--- config.mk ---
export PLATFORM = sky130hd
export DESIGN_NAME = johnson_slot_arbiter
export DESIGN_NICKNAME = d
export VERILOG_FILES = /design/src/rtl/johnson_slot_arbiter.sv
export SDC_FILE = /design/constraint.sdc
export NUM_CORES = 1
export LEC_CHECK = 0
export ABC_AREA = 1
export CORE_ASPECT_RATIO = 0.7
export CORE_MARGIN = 10
export CORE_UTILIZATION = 46
export CTS_BUF_LIST = sky130_fd_sc_hd__clkbuf_2
export DETAILED_ROUTE_END_ITERATION = 16
export MAX_ROUTING_LAYER = met4
export PLACE_DENSITY = 0.78
export SLEW_MARGIN = 40
export SYNTH_ARGS = -nofsm -noshare
export SYNTH_HDL_FRONTEND = slang
export SYNTH_SLANG_ARGS = --single-unit
--- constraint.sdc ---
create_clock -name clk -period 1.6 [get_ports clk]
set_input_delay 0.16 -clock clk [delete_from_list [all_inputs] [get_ports clk]]
set_output_delay 0.16 -clock clk [all_outputs]
set_load 0.01 [all_outputs]
--- src/rtl/johnson_slot_arbiter.sv ---
`default_nettype none
// ============================================================================
// Module  : johnson_slot_arbiter
// Brief   : Time-slot arbiter over 8 requesters; a 4-bit Johnson register
//           selects the current slot, a grant is held up to MAX_HOLD cycles.
// Rev     : 1.0  initial release
// ============================================================================
module johnson_slot_arbiter #(
  parameter int MAX_HOLD = 4
) (
  input  logic       clk,
  input  logic       rst,
  input  logic       en,
  input  logic [7:0] req,
  input  logic       ld,
  input  logic [3:0] ld_val,
  output logic [7:0] gnt,
  output logic [3:0] js,
  output logic [2:0] slot,
  output logic       busy,
  output logic       err
);

  typedef enum logic [1:0] {
    S_IDLE  = 2'd0,
    S_SCAN  = 2'd1,
    S_GRANT = 2'd2
  } state_t;

  localparam logic [3:0] c_max_hold = 4'(MAX_HOLD);

  state_t     r_state, w_state_nxt;
  logic [3:0] r_js, w_js_nxt;
  logic [7:0] r_gnt, w_gnt_nxt;
  logic [3:0] r_hold, w_hold_nxt;
  logic       r_err, w_err_nxt;

  logic [2:0] w_slot;
  logic       w_legal;
  logic [3:0] w_js_adv;

  assign w_js_adv = {~r_js[0], r_js[3:1]};

  always_comb begin
    w_slot  = 3'd0;
    w_legal = 1'b1;
    case (r_js)
      4'b0000: w_slot = 3'd0;
      4'b1000: w_slot = 3'd1;
      4'b1100: w_slot = 3'd2;
      4'b1110: w_slot = 3'd3;
      4'b1111: w_slot = 3'd4;
      4'b0111: w_slot = 3'd5;
      4'b0011: w_slot = 3'd6;
      4'b0001: w_slot = 3'd7;
      default: w_legal = 1'b0;
    endcase
  end

  always_ff @(posedge clk) begin
    if (rst) begin
      r_state <= S_IDLE;
      r_js    <= 4'b0000;
      r_gnt   <= 8'h00;
      r_hold  <= 4'd0;
      r_err   <= 1'b0;
    end else begin
      r_state <= w_state_nxt;
      r_js    <= w_js_nxt;
      r_gnt   <= w_gnt_nxt;
      r_hold  <= w_hold_nxt;
      r_err   <= w_err_nxt;
    end
  end

  always_comb begin
    w_state_nxt = r_state;
    w_js_nxt    = r_js;
    w_gnt_nxt   = r_gnt;
    w_hold_nxt  = r_hold;
    w_err_nxt   = 1'b0;
    case (r_state)
      S_IDLE: begin
        w_gnt_nxt = 8'h00;
        if (ld) w_js_nxt = ld_val;
        if (en) w_state_nxt = S_SCAN;
      end
      S_SCAN: begin
        // A corrupted slot register is repaired before anything else is considered.
        if (!w_legal) begin
          w_err_nxt = 1'b1;
          w_js_nxt  = 4'b0000;
        end else if (!en) begin
          w_state_nxt = S_IDLE;
        end else if (req[w_slot]) begin
          w_state_nxt = S_GRANT;
          w_gnt_nxt   = 8'h01 << w_slot;
          w_hold_nxt  = 4'd1;
        end else begin
          w_js_nxt = w_js_adv;
        end
      end
      S_GRANT: begin
        // The owner is the current slot since js is frozen while granting.
        if (!req[w_slot] || (r_hold == c_max_hold)) begin
          w_gnt_nxt   = 8'h00;
          w_js_nxt    = w_js_adv;
          w_state_nxt = en ? S_SCAN : S_IDLE;
        end else begin
          w_hold_nxt = r_hold + 4'd1;
        end
      end
      default: begin
        w_state_nxt = S_IDLE;
        w_gnt_nxt   = 8'h00;
      end
    endcase
  end

  assign gnt  = r_gnt;
  assign js   = r_js;
  assign slot = w_slot;
  assign busy = (r_state != S_IDLE);
  assign err  = r_err;

endmodule
`default_nettype wire

==> flow_summary.toml, run 1 <==
[placed_design]
gp_congestion = 0.933
dp_hpwl_um = 2930
numPortBuffers = 32
dp_cells = 291

[cts]
holdBufCountCts = 0
cts_tree = "done"
htreeDepth = 1
cts_max_path_buffers = 2
numCtsBuffers = 3
cts_root_buffer = "clkbuf_2"
clock_latency_ns = 0.32
clk_pin_slew_worst_paths_ns = 0.20
clock-sinks = 19

[logic_synthesis]
seq_area_frac_synth_pct = 27.3
ys_top_cells_by_area = "dfxtp_1 (27%), nand2_1 (12%), nand3_1 (8.6%)"
synth_nets = 231
postSynthAreaPerCell_um2 = 6.66
netlist.area_leader.share_pct = 27.3
syn-cell-area_mm2 = 0.00139
yosysTopAreaCell = "dfxtp_1"
yosysWarnings = 0
synthCells = 209
synth_seq_cells = 19
synth.distinct_cells = 26

[sta]
max_freq_mhz = 555
finalSetupViolCount = 18
relSlewSlack_pct = 73.1
hold_viol = 0
tightest_slew_ns = 0.403
min_period_over_period_pct = 113
fin_worst_skew_ns = 0.00637
rsz0062_at_grt = "yes"
fin_crit_ns = 1.80
setup_ws_ns = -0.201
slew_violations = 0
setup_tns_ns = -2.24

[final_layout]
drive_gt1_share_pct = 37.5
nets = 292
syn2layout_area_growth_pct = 56.5
diodes = 0
fin_cells = 305
fill_cells = 202

[global_routing]
grt_max_degree = 12
grt_pass1_wl_um = 6980
grt_pass1_vias = 1499
grt_use_total_pct = 15.0
grt_util_met3_pct = 4.68
met2_usage_pct = 23.3
top_usage_layer = "met2"
antenna_found_initial = 0
grt_use_met1_pct = 19.0
grt_overflow = 0

[setup_path]
cp_slowest_cell = "dfxtp_4"
worstPathRequired_ns = 1.88
worstPathArrival_ns = 2.08
crit_family = "simple AND/OR/NAND/NOR gates"
critPathKind = "reg2reg"
cpPeakStageDelay_ns = 0.45
path_buf_inv = 3
worstPathCellList = "inv_4, nand2_4, nand2_8, inv_8, nand3_1, nand2_1, nand2_1, nand3_2, buf_6, nand3_4, nand2_8, nand3_1, a21oi_2"
crit_path_end_kind = "flop"
crit_fanout = 5
worstSetupStartpointType = "flop"

[hold_path]
hp-class = "reg2reg"

[route]
vias = 1627
drc = 0
antenna_left = 0
post_drt_wl_per_cell_um = 15.4
detail_route.first_pass.iterations = 4
wl_um = 4690
drt-initial-drc-count = 126
drt-vias-per-instance = 5.33

[die]
core_area_mm2 = 0.00284
io_pins = 33
dieHeight_um = 66.0
die_width_um = 85.8
fp-row-count = 16
start_util_pct = 49.0
fp.dieArea_mm2 = 0.00566

[run]
maxCapViolCount = 0

[status]
violations = "negative setup slack"
run_status = "finished, violations left"

[power_and_ir_drop]
power_leakage_nw = 0.996
vdd_drop_max_uv = 854
power.density_mw_per_mm2 = 1740
cells in the mapped netlist:
master    count
o21ai_0       3
inv_1        22
dfxtp_1      19
inv_6         1
nand4_4       1
nand2_1      45
buf_8         1
nand3b_1      1
ha_1          6
a21oi_1      18
buf_4         2
a31oi_1       5
nor3_1        6
clkbuf_1      1
nor2_4        1
nand2_4       5
clkinv_4      1
nor2_2        3
a22oi_1       1
nand2_2       5
nand3_1      24
buf_6         1
inv_2         3
nand3_2       7
nor2_1       26
buf_1         1
layout make-up:
cell class	instances	area (µm²)	share of cell area (%)
Clock buffer	4	20.0	0.918
Inverter	27	124	5.68
Multi-Input combinational cell	159	1060	48.6
Sequential cell	19	395	18.1
Tap cell	36	45.0	2.07
Timing Repair Buffer	60	537	24.6
worst min-delay path: stages (launching register included):
cell and delay [ns]:
dfxtp_1 0.36, nand2_2 0.07, a21oi_2 0.04
routing by layer:
layer | vias up | wire length (µm)
met5 | - | 0
met4 | 0 | 51
met3 | 10 | 425
met2 | 72 | 2140
met1 | 745 | 2070
li1 | 800 | -
cell usage in the layout (no fill, tap or decap), types with 4 or more instances in the layout:
| cell | count |
|---|---|
| nand2_1 | 35 |
| clkdlybuf4s50_1 | 25 |
| buf_4 | 25 |
| nor2_1 | 22 |
| inv_1 | 20 |
| nand3_1 | 18 |
| dfxtp_1 | 13 |
| a21oi_1 | 11 |
| nand2_4 | 10 |
| nand3_2 | 10 |
| nand2_2 | 9 |
| a21oi_2 | 7 |
| clkbuf_2 | 7 |
| nor3_1 | 6 |
| ha_1 | 6 |
| nor2_2 | 5 |
| a31oi_1 | 5 |
| inv_4 | 4 |
final timing paths:
path,from,to,slack [ns],cells after the start
hold / removal,gnt[6],gnt[6],0.49,2
setup / recovery,js[2],gnt[3],-0.20,13
hold reg to reg,gnt[6],gnt[6],0.49,2
setup reg to reg,js[2],gnt[3],-0.20,13
what timing repair did:
action / in CTS / in global routing
pin swaps: 11 / 6
gates resized for setup: 47 / 26
cloned: 2 / 0
setup endpoints to repair: 23 / 23
setup buffers: 7 / 1
state kept, by name, indices dropped and copies added (netlist names):
name / cells
err: 1
r_state: 2
r_hold: 4
gnt: 8
js: 4
through the flow:
stage	instance area, µm²	hold WS, ns	total power, mW	worst slack (ns)	util (%)
2_1_floorplan	1400	0.372	2.15	0.0146	-
3_3_place_gp	1880	0.450	2.86	-0.0986	66.2
3_5_place_dp	1880	0.453	2.90	-0.114	66.2
4_1_cts	2110	0.475	3.54	-0.0777	74.1
5_1_grt	2180	0.508	4.05	-0.292	76.7
6_report	2180	0.485	3.79	-0.201	76.7
power by group:
| group | internal, mW | switching [mW] | leakage, nW |
|---|---|---|---|
| clock | 0.0662 | 0.164 | 0.0166 |
| combinational | 1.17 | 1.65 | 0.821 |
| sequential | 0.605 | 0.129 | 0.158 |
cells by family (layout without fill, tap and decap cells):
kind of cell | count (synthesis) | after routing | share of synthesized area, %
compound gates | 27 | 27 | 10.3
fa+ha+maj | 6 | 6 | 5.39
buf+inv | 33 | 91 | 11.5
flops | 19 | 19 | 27.3
simple gates | 124 | 126 | 45.5
Power figures use the tool's default switching activity.
==> run 2: changes to the inputs <==
--- a/config.mk
+++ b/config.mk
@@ -11,7 +11,6 @@
 export CORE_UTILIZATION = 46
 export CTS_BUF_LIST = sky130_fd_sc_hd__clkbuf_2
 export DETAILED_ROUTE_END_ITERATION = 16
-export MAX_ROUTING_LAYER = met4
 export PLACE_DENSITY = 0.78
 export SLEW_MARGIN = 40
 export SYNTH_ARGS = -nofsm -noshare
==> flow_summary.toml, run 2 (synthesized netlist as in run 1, its figures left out) <==
[status]
run_status = "finished, violations left"
violations = "negative setup slack"

[die]
fp.dieArea_mm2 = 0.00566
die_width_um = 85.8
core_area_mm2 = 0.00284
io_pins = 33
start_util_pct = 49.0
fp-row-count = 16
dieHeight_um = 66.0

[route]
post_drt_wl_per_cell_um = 14.9
antenna_left = 0
detail_route.first_pass.iterations = 6
wl_um = 4550
drt-vias-per-instance = 5.33
drt-initial-drc-count = 162
vias = 1625
drc = 0

[global_routing]
grt_pass1_vias = 1505
grt_use_total_pct = 14.6
grt_max_degree = 12
antenna_found_initial = 0
grt_overflow = 0
grt_pass1_wl_um = 6960

[setup_path]
cpMostUsedCell = "nand2_1"
crit_path_end_kind = "flop"
rr_startpoint = "js[2]"
cpPeakStageDelay_ns = 0.45
cp_slowest_cell = "dfxtp_4"
worstSetupStartpointType = "flop"
r2r-end = "gnt[0]"
worstPathCellList = "inv_4, nand2_4, nand2_8, inv_8, nand2_4, nand2_1, nand2_1, nand2_1, nand3_2, buf_6, nand3_4, nand2_8, nand2_8, nand2_1, a21oi_1"
worstPathRequired_ns = 1.87
crit_fanout = 7
r2r_slack_ns = -0.19
critPathKind = "reg2reg"
worstPathArrival_ns = 2.06
reg2reg_depth = 15

[cts]
numCtsBuffers = 3
holdBufCountCts = 0
htreeDepth = 1
clk_pin_slew_worst_paths_ns = 0.19
cts_max_path_buffers = 2
clock-sinks = 19
clock_latency_ns = 0.32
cts_root_buffer = "clkbuf_2"
cts_tree = "done"

[final_layout]
fin_util_pct = 76.7
fin_cells = 305
syn2layout_area_growth_pct = 56.5
final_cell_mix = "nand2_1 (35), clkdlybuf4s50_1 (25), buf_4 (25), nor2_1 (22), inv_1 (20)"
final_common_cell = "nand2_1"
drive_gt1_share_pct = 37.5
diodes = 0
nets = 292
largest_register_ffs = 8

[placed_design]
post-place-ws_ns = -0.114
dp_cells = 291
gp_congestion = 0.917
numPortBuffers = 32
dp_hpwl_um = 2930

[sta]
min_period_over_period_pct = 112
slew_violations = 0
relSlewSlack_pct = 72.9
hold_viol = 0
rsz0062_at_grt = "yes"
setup_tns_ns = -2.15
setup_ws_ns = -0.191
finalSetupViolCount = 18
tightest_slew_ns = 0.406
fin_crit_ns = 1.79
fin_worst_skew_ns = 0.0150
max_freq_mhz = 558

[power_and_ir_drop]
vdd_drop_max_uv = 862
fin_total_pwr_mw = 3.77
power_leakage_nw = 0.996
power.density_mw_per_mm2 = 1730

[hold_path]
worstHoldPathCells = 2
hp-class = "reg2reg"
hold_end = "gnt[2]"
hold_path.startpoint = "gnt[2]"

[run]
maxCapViolCount = 0
run 2: cell counts in the layout (fill, tap and decap cells not counted):
Identical to the previous run, type by type.
run 2: how the worst max path moves through the flow:
stage          slack [ns]  cells after the start  start         to
3_5_place_dp        -0.11                     13  js[3]     gnt[6]
2_1_floorplan        0.01                     12  js[1]  r_hold[0]
3_3_place_gp         -0.1                     12  js[0]     gnt[7]
4_1_cts             -0.08                     15  js[2]     gnt[6]
6_report            -0.19                     15  js[2]     gnt[0]
5_1_grt             -0.27                     15  js[2]     gnt[0]
run 2: critical path, delay by kind of cell, from the launching register on:
kind | cells | cell delay [ns]
flip-flops | 1 | 0.45
AO/OA/AOI/OAI | 1 | 0.15
buffers and inverters | 3 | 0.28
AND/OR/NAND/NOR | 11 | 0.85
run 2: report_power, final:
group | leakage (nW) | internal (mW) | switching, mW
combinational | 0.821 | 1.17 | 1.64
clock | 0.0166 | 0.0662 | 0.154
sequential | 0.158 | 0.605 | 0.130
run 2: per-stage QoR:
step	instance area, µm²	hold WS (ns)
2_1_floorplan	1400	0.372
3_3_place_gp	1880	0.450
3_5_place_dp	1880	0.453
4_1_cts	2110	0.475
5_1_grt	2180	0.504
6_report	2180	0.485
run 2: repair_timing:
item	CTS	global route
gates cloned	2	0
setup buffers	7	1
resized for setup	47	26
pin swaps	11	6
hold endpoints to repair	0	0
setup endpoints to repair	23	23
run 2: layout make-up:
| class | instances | area (µm²) |
|---|---|---|
| clock buffer | 4 | 20.0 |
| fill | 207 | 663 |
| inverter | 27 | 124 |
| multi-input combinational | 159 | 1060 |
| sequential | 19 | 395 |
| tap | 36 | 45.0 |
| timing repair buffer | 60 | 537 |
run 2: per-layer routing:
| layer | part of all wire (%) | vias up | GRT usage [%] |
|---|---|---|---|
| li1 | - | 804 | - |
| met1 | 46 | 733 | 18.8 |
| met2 | 44 | 82 | 23.4 |
| met3 | 9.4 | 6 | 4.93 |
| met4 | 0.46 | 0 | 2.25 |
| met5 | 0 | - | 0 |
